--- src/rtl/karatsuba_seq_mul.sv ---
// Sequential Karatsuba multiplier: one shared booth core computes P0, P1, P2 in turn, then a combine cycle.
// Optional macro KARATSUBA_MUL_OUTREG_EN adds a booth product pipeline register and WAIT states.

module booth #(
  parameter int WA = 18,
  parameter int WP = 36
) (
  input  logic [WA-1:0] a,
  input  logic [WA-1:0] b,
  output logic [WP-1:0] p
);
  logic signed [WP-1:0] a_ext;
  logic signed [WP-1:0] b_ext;

  assign a_ext = WP'($signed(a));
  assign b_ext = WP'($signed(b));
  assign p     = a_ext * b_ext;
endmodule

module karatsuba_seq_mul #(
  parameter int N = 32
) (
  input  logic           clk,
  input  logic           rst,
  input  logic           in_valid,
  output logic           in_ready,
  input  logic [N-1:0]   A,
  input  logic [N-1:0]   B,
  output logic           out_valid,
  input  logic           out_ready,
  output logic [2*N-1:0] out,
  output logic           busy
);
  localparam int H = N / 2;
  localparam int W = H + 2;

  if (((N % 2) != 0) || (N < 4)) begin : g_bad_width
    $error("karatsuba_seq_mul: N must be even and >= 4");
  end

`ifdef KARATSUBA_MUL_OUTREG_EN
  typedef enum logic [3:0] {IDLE, LO, LO_W, MID, MID_W, HI, HI_W, COMB, DONE} state_t;
`else
  typedef enum logic [2:0] {IDLE, LO, MID, HI, COMB, DONE} state_t;
`endif

  state_t state, state_nxt;

  logic [N-1:0]   a_r, b_r;
  logic [W-1:0]   op_a, op_b;
  logic [2*W-1:0] prod, prod_src;
  logic [N+3:0]   p0, p1, p2, mid;
  logic [2*N+1:0] sum_full;
  logic           sum_unused;
  logic           cap0, cap1, cap2;
  logic [H:0]     sum_a, sum_b;

  assign sum_a = {1'b0, a_r[H-1:0]} + {1'b0, a_r[N-1:H]};
  assign sum_b = {1'b0, b_r[H-1:0]} + {1'b0, b_r[N-1:H]};

  always_comb begin
    op_a = '0;
    op_b = '0;
    case (state)
      LO:  begin op_a = {2'b00, a_r[H-1:0]}; op_b = {2'b00, b_r[H-1:0]}; end
      MID: begin op_a = {1'b0, sum_a};       op_b = {1'b0, sum_b};       end
      HI:  begin op_a = {2'b00, a_r[N-1:H]}; op_b = {2'b00, b_r[N-1:H]}; end
      default: ;
    endcase
  end

  booth #(.WA(W), .WP(2*W)) u_booth (.a(op_a), .b(op_b), .p(prod));

`ifdef KARATSUBA_MUL_OUTREG_EN
  logic [2*W-1:0] prod_q;

  always_ff @(posedge clk or posedge rst) begin
    if (rst) prod_q <= '0;
    else     prod_q <= prod;
  end

  assign prod_src = prod_q;
  assign cap0     = (state == LO_W);
  assign cap1     = (state == MID_W);
  assign cap2     = (state == HI_W);
`else
  assign prod_src = prod;
  assign cap0     = (state == LO);
  assign cap1     = (state == MID);
  assign cap2     = (state == HI);
`endif

  // Middle term is always non-negative, so N+4 bits hold it without wrap.
  assign mid        = p1 - p0 - p2;
  assign sum_full   = ({{(N-2){1'b0}}, p2} << N) + ({{(N-2){1'b0}}, mid} << H)
                    + {{(N-2){1'b0}}, p0};
  assign sum_unused = |sum_full[2*N+1:2*N];

  always_comb begin
    state_nxt = state;
    case (state)
      IDLE:    if (in_valid) state_nxt = LO;
`ifdef KARATSUBA_MUL_OUTREG_EN
      LO:      state_nxt = LO_W;
      LO_W:    state_nxt = MID;
      MID:     state_nxt = MID_W;
      MID_W:   state_nxt = HI;
      HI:      state_nxt = HI_W;
      HI_W:    state_nxt = COMB;
`else
      LO:      state_nxt = MID;
      MID:     state_nxt = HI;
      HI:      state_nxt = COMB;
`endif
      COMB:    state_nxt = DONE;
      DONE:    if (out_ready) state_nxt = IDLE;
      default: state_nxt = IDLE;
    endcase
  end

  always_ff @(posedge clk or posedge rst) begin
    if (rst) state <= IDLE;
    else     state <= state_nxt;
  end

  always_ff @(posedge clk or posedge rst) begin
    if (rst) begin
      a_r       <= '0;
      b_r       <= '0;
      p0        <= '0;
      p1        <= '0;
      p2        <= '0;
      out       <= '0;
      out_valid <= 1'b0;
    end else begin
      if ((state == IDLE) && in_valid) begin
        a_r <= A;
        b_r <= B;
      end
      if (cap0) p0 <= prod_src;
      if (cap1) p1 <= prod_src;
      if (cap2) p2 <= prod_src;
      if (state == COMB) begin
        out       <= sum_full[2*N-1:0];
        out_valid <= 1'b1;
      end else if ((state == DONE) && out_ready) begin
        out_valid <= 1'b0;
      end
    end
  end

  assign in_ready = (state == IDLE);
  assign busy     = (state != IDLE);
endmodule
--- config.mk ---
export PLATFORM = sky130hd
export DESIGN_NAME = karatsuba_seq_mul
export DESIGN_NICKNAME = d
export VERILOG_FILES = /design/src/rtl/karatsuba_seq_mul.sv
export SDC_FILE = /design/constraint.sdc
export NUM_CORES = 2
export LEC_CHECK = 0
export ABC_AREA = 1
export CORE_MARGIN = 2
export CORE_UTILIZATION = 35
export CTS_CLUSTER_DIAMETER = 120
export DETAILED_ROUTE_END_ITERATION = 10
export DONT_BUFFER_PORTS = 1
export PLACE_DENSITY = 0.57
export SYNTH_ARGS = -nofsm -noshare
export SYNTH_HDL_FRONTEND = slang
export SYNTH_SLANG_ARGS = --single-unit
export TNS_END_PERCENT = 50
--- constraint.sdc ---
create_clock -name clk -period 17.6 [get_ports clk]
set_input_delay 1.76 -clock clk [delete_from_list [all_inputs] [get_ports clk]]
set_output_delay 1.76 -clock clk [all_outputs]
set_load 0.005 [all_outputs]
Word-level counts from Yosys, hierarchy flattened

Index checks and enable logic that the tools add are counted.

Bits in registers: 234
Latch bits: 0
Bits in writable memories: 0
Bits in read-only memories: 0
Input port bits: 68
Output and inout bits: 67
Word-level logic and storage cells: 35
Memories: 0

Add/subtract/negate cells: 6
Multiply operators: 1
Divide/modulo/power cells: 0
$lt $le $gt $ge: 0
Equal/unequal tests: 7
Shift operators: 0
Mux-type cells: 7
Bitwise gates (word level): 0
Reduce and logical (&&, ||, !) cells: 6

Operator list:

| kind               | number |
|---|---|
| $pmux 17 s3        | 2 |
| $add 64x34->64     | 1 |
| $add 64x52->64     | 1 |
| $sub 36x34->36     | 1 |
| $sub 34x34->35     | 1 |
| $add 16x16->17     | 2 |
| $mul 17x17->34     | 1 |
| $pmux 3 s6         | 1 |
| $eq 3x2->1 const B | 2 |
| $eq 3x3->1 const B | 2 |
| $mux 3             | 2 |
| $ne 2x2->1 const B | 2 |
| $eq 3x1->1 const B | 1 |
| $logic_not 3->1    | 1 |
| $reduce_bool 3->1  | 1 |
| $logic_and 1x1->1  | 2 |
| $mux 1             | 2 |
| $reduce_and 2->1   | 1 |
| $reduce_bool 2->1  | 1 |

Longest topological paths before layout

Depth after elaboration: 4
Mapped depth: 43
Gate-level depth less buffers: 43

Cells and area by module

From an unflattened synthesis, not the netlist that was laid out.

Cells, all modules: 4,280
Area total of the unflattened synthesis: 31,298.8 µm²

Modules (own cells, without submodules):

| module            | times used | cells an instance | area each (µm²) | sequential area each (µm²) |
|---|---|---|---|---|
| karatsuba_seq_mul | 1          | 2,457             | 17,815.8        | 6,005.8 |
| booth             | 1          | 1,823             | 13,482.9        | 0.0 |

Worst setup path before layout

OpenSTA, ideal clock, no wires.

Path kind: reg-to-reg
From: register b_r[0]
To: register p0[17]
Setup time: 132 ps
Arrival time: 6,418 ps
Required time: 17,468 ps
Slack: 11,050 ps
Cell stages (with the launch flop): 30
Path buffers: 0
Clock period less this slack: 6,550 ps
Path through: dfrtp_1 > ha_1 > inv_1 > fa_1 > inv_1 > nand3_1 > nand2_1 > a21o_1 > nand3_1 > nand2_1 > nand2_1 > inv_1 > nand2_1 > fa_1 > fa_1 > inv_1 > fa_1 > fa_1 > fa_1 > inv_1 > fa_1 > inv_1 > ha_1 > a21oi_1 > o21ai_0 > a21oi_1 > nand2_1 > or2_2 > nand3_1 > o21ai_0

Cells in the longest elaborated chain, start to end: 3

Ends and longest elaborated chain:

| element                | RTL line | text |
|---|---|---|
| start, declared        | 49       | `logic [N-1:0] a_r, b_r;` |
| start signal, assigned | 129      | `b_r <= '0;` |
| start signal, assigned | 138      | `b_r <= B;` |
| $add 16x16->17         | 59       | `assign sum_b = {1'b0, b_r[H-1:0]} + {1'b0, b_r[N-1:H]};` |
| $pmux 17 s3 *          | 64       | `case (state)` |
| $mul 17x17->34 *       | 17       | `assign p = a_ext * b_ext;` |
| end signal, assigned   | 140      | `if (cap0) p0 <= prod_src;` |
| end, declared          | 52       | `logic [N+3:0] p0, p1, p2, mid;` |

Mark *: on every way between the ends. The rest lies on a longest branch, timed or not.
A chain may end at the register's enable or synchronous reset.

Final worst setup path

From: register state[2]
To: register p2[21]

Cells in the longest elaborated chain, start to end: 3
Elaborated cells on any way between the ends: 6
Those cells by class: mul (1); eq/ne (3); mux (2)

Ends and longest elaborated chain:

| element                            | RTL line | text |
|---|---|---|
| start, declared                    | 47       | `state_t state, state_nxt;` |
| start signal, assigned             | 123      | `else state <= state_nxt;` |
| $eq 3x2->1 (tied with other cells) | 64, 90   |  |
| $pmux 17 s3                        | 64       |  |
| $mul 17x17->34                     | 17       |  |
| end signal, assigned               | 142      | `if (cap2) p2 <= prod_src;` |
| end, declared                      | 52       |  |

Several ways; a longest one is shown, not always the timed one.

==> impl_metrics.csv <==
group,metric,value,unit
yosys,syn_avg_cell_area,6.98,µm²
yosys,syn-num-nets,4769,
clocking,ctsHoldBuffers,0,
yosys,ys.flop_type,"dfrtp_1",
placement,place_congestion,0.990,
yosys,ys_types,42,
floorplanning,rows,106,
timing,relSlewSlack,33.8,%
timing,setup_viol,0,
yosys,synth_area,0.0293,mm²
timing,clock.fmax,123,MHz
yosys,ys_ff_latch,234,
global_route,grt_max_degree,97,
setup_path,r2r_slack,9480,ps
timing,rsz0062_at_grt,"no",
setup_path,endpoint_kind,"flop",
run_status,status,"completed",
flow_run,max-cap-violations,0,
setup_path,start_kind,"flop",
placement,dpl.hpwl,85200,µm
finish,final_cell_mix,"nand2_1 (1,344), inv_1 (773), nor2_1 (310), ha_1 (278), dfrtp_1 (234)",
detailed_routing,dr.pass1.iters,5,
finish,drive_gt1_share,3.68,%
timing,final-hold-violation-count,0,
floorplanning,core_area,0.0832,mm²
setup_path,crit_arrival,8570,ps
yosys,syn_inst,4192,
clocking,numCtsBuffers,29,
clocking,h-tree-depth,1,
finish,diodes,0,
floorplanning,start_util,35.2,%
floorplanning,pin_count,135,
clocking,root_buffer,"clkbuf_16",
clocking,post_cts_buffers,0,
detailed_routing,final_antenna_net_count,0,
yosys,synth-seq-area-share,20.0,%
clocking,clk_pin_slew,60,ps
detailed_routing,first_iter_violations,1782,
detailed_routing,avgRoutedWirePerCell,19.3,µm
setup_path,crit_required,18050,ps
clocking,cts.sinks,234,
floorplanning,dieArea,0.0859,mm²
yosys,yosysWarnings,0,
placement,io_buffers,0,
timing,period_needed,8120,ps
finish,syn_to_final_growth,7.17,%
setup_path,critPathKind,"reg -> reg",
finish,final_common_cell,"nand2_1",
setup_path,path_max_fanout,60,
detailed_routing,routed_wirelength,102000,µm
floorplanning,die_h,293,µm
global_route,grt_first_pass_wirelength,158000,µm
floorplanning,die-width,293,µm
setup_path,slowest_stage,"fa_1",
yosys,synth_edf_count,0,
finish,nFillCells,8967,
global_route,overflow,0,
timing,max_slew.worst_pin.slew,990,ps
clocking,insertion_delay,610,ps
setup_path,critical_path.max_stage_delay,540,ps
timing,min_period_over_period,46.1,%
detailed_routing,route.detailed.drc,0,
detailed_routing,viasPerCell,5.09,
clocking,tritoncts,"built",
finish,final_nets,4736,
clocking,ctsLongestPathBuffers,3,
timing,finalSetupTns,0,ps
hold_path,hold_path.class,"reg -> reg",
global_route,antenna_found_initial,1,
timing,drv_slew,0,
detailed_routing,vias,26800,
global_route,track_usage,23.8,%
global_route,grt_pass1_vias,26800,
yosys,async_flop_share,100,%
clocking,cts_resized,0,
timing,finClkSkew,19.7,ps
Yosys cell counts (all sizes together) (2+ instances only):
library cell,number,share of area [%]
mux2,60,2.3
inv,779,10
nor2,311,4.0
o21a,7,0.18
nor4,6,0.13
a21boi,3,0.077
xor2,47,1.4
or2,10,0.21
and2,3,0.064
o21bai,18,0.46
dfrtp,234,20
nor3,36,0.69
a21o,18,0.46
fa,231,16
a31oi,10,0.21
nand3,229,4.0
nand3b,21,0.54
nand2,1346,17
nand4,53,1.1
buf,57,1.0
clkbuf,23,0.30
a221oi,2,0.10
o21ai,155,2.7
o211ai,3,0.077
a22oi,27,0.71
xnor2,33,0.99
a21oi,188,3.2
ha,278,12
metrics by stage:
step                hold WS [ps]  worst slack (ps)  instance area (µm²)  util (%)  cells
finish                       485              9480                31400      37.7   5261
global route                 516              8940                31400      37.7   5261
CTS                          488              9470                31400      37.7   5261
detailed placement           473              9500                30400      36.5   5208
global placement             465              9450                30400      36.5   5208
floorplan                    449              9420                29300         -   4192
state kept, by name, summed over array words and instances, names as in the netlist:
register,cells
out,64
p0,34
p1,34
p2,34
a_r,32
b_r,32
state,3
out_valid,1
metal layers:
metal | track usage, % | vias to the layer above | share of wire, %
met5 | 0 | - | 0.011
met4 | 9.73 | 2 | 4.8
met1 | 29.7 | 12800 | 42
li1 | - | 13000 | -
met3 | 2.81 | 179 | 4.9
met2 | 41.5 | 748 | 48
layout make-up:
| class | count | area [µm²] | share of cell area (%) |
|---|---|---|---|
| multi-input combinational | 3099 | 20100 | 64.1 |
| sequential | 234 | 5860 | 18.7 |
| inverter | 779 | 2930 | 9.35 |
| tap | 1080 | 1350 | 4.31 |
| clock buffer | 41 | 851 | 2.71 |
| clock inverter | 12 | 139 | 0.443 |
| timing repair buffer | 16 | 120 | 0.383 |
critical path, delay by kind of cell (launching register included):
family                     cells  cell delay, ps
and+or+nand+nor               12            1930
buffers and inverters         10            1820
AOI/OAI and AO/OA              3             460
DFF                            1             460
adders and majority gates      7            3240
worst paths after layout:
path | startpoint | endpoint | depth (start not counted)
max | state[2] | p2[21] | 32
min | p0[10] | p0[10] | 2
max reg2reg | state[2] | p2[21] | 32
min reg2reg | p0[10] | p0[10] | 2
max in group asynchronous | rst | a_r[11] | 2
min in group asynchronous | rst | out[0] | 1
cell families (layout without fill, tap and decap cells):
logic type | count (synthesis) | count (layout) | synth area share, %
mux | 60 | 60 | 2.31
compound gates | 434 | 434 | 8.25
xor+xnor | 80 | 80 | 2.39
flops | 234 | 234 | 20.0
simple gates | 2016 | 2016 | 28.0
fa+ha+maj | 509 | 509 | 27.7
buf+inv | 859 | 848 | 11.3
Power is not shown: default switching activity piles up to over one toggle a cycle in this logic, so the estimate is an artifact.
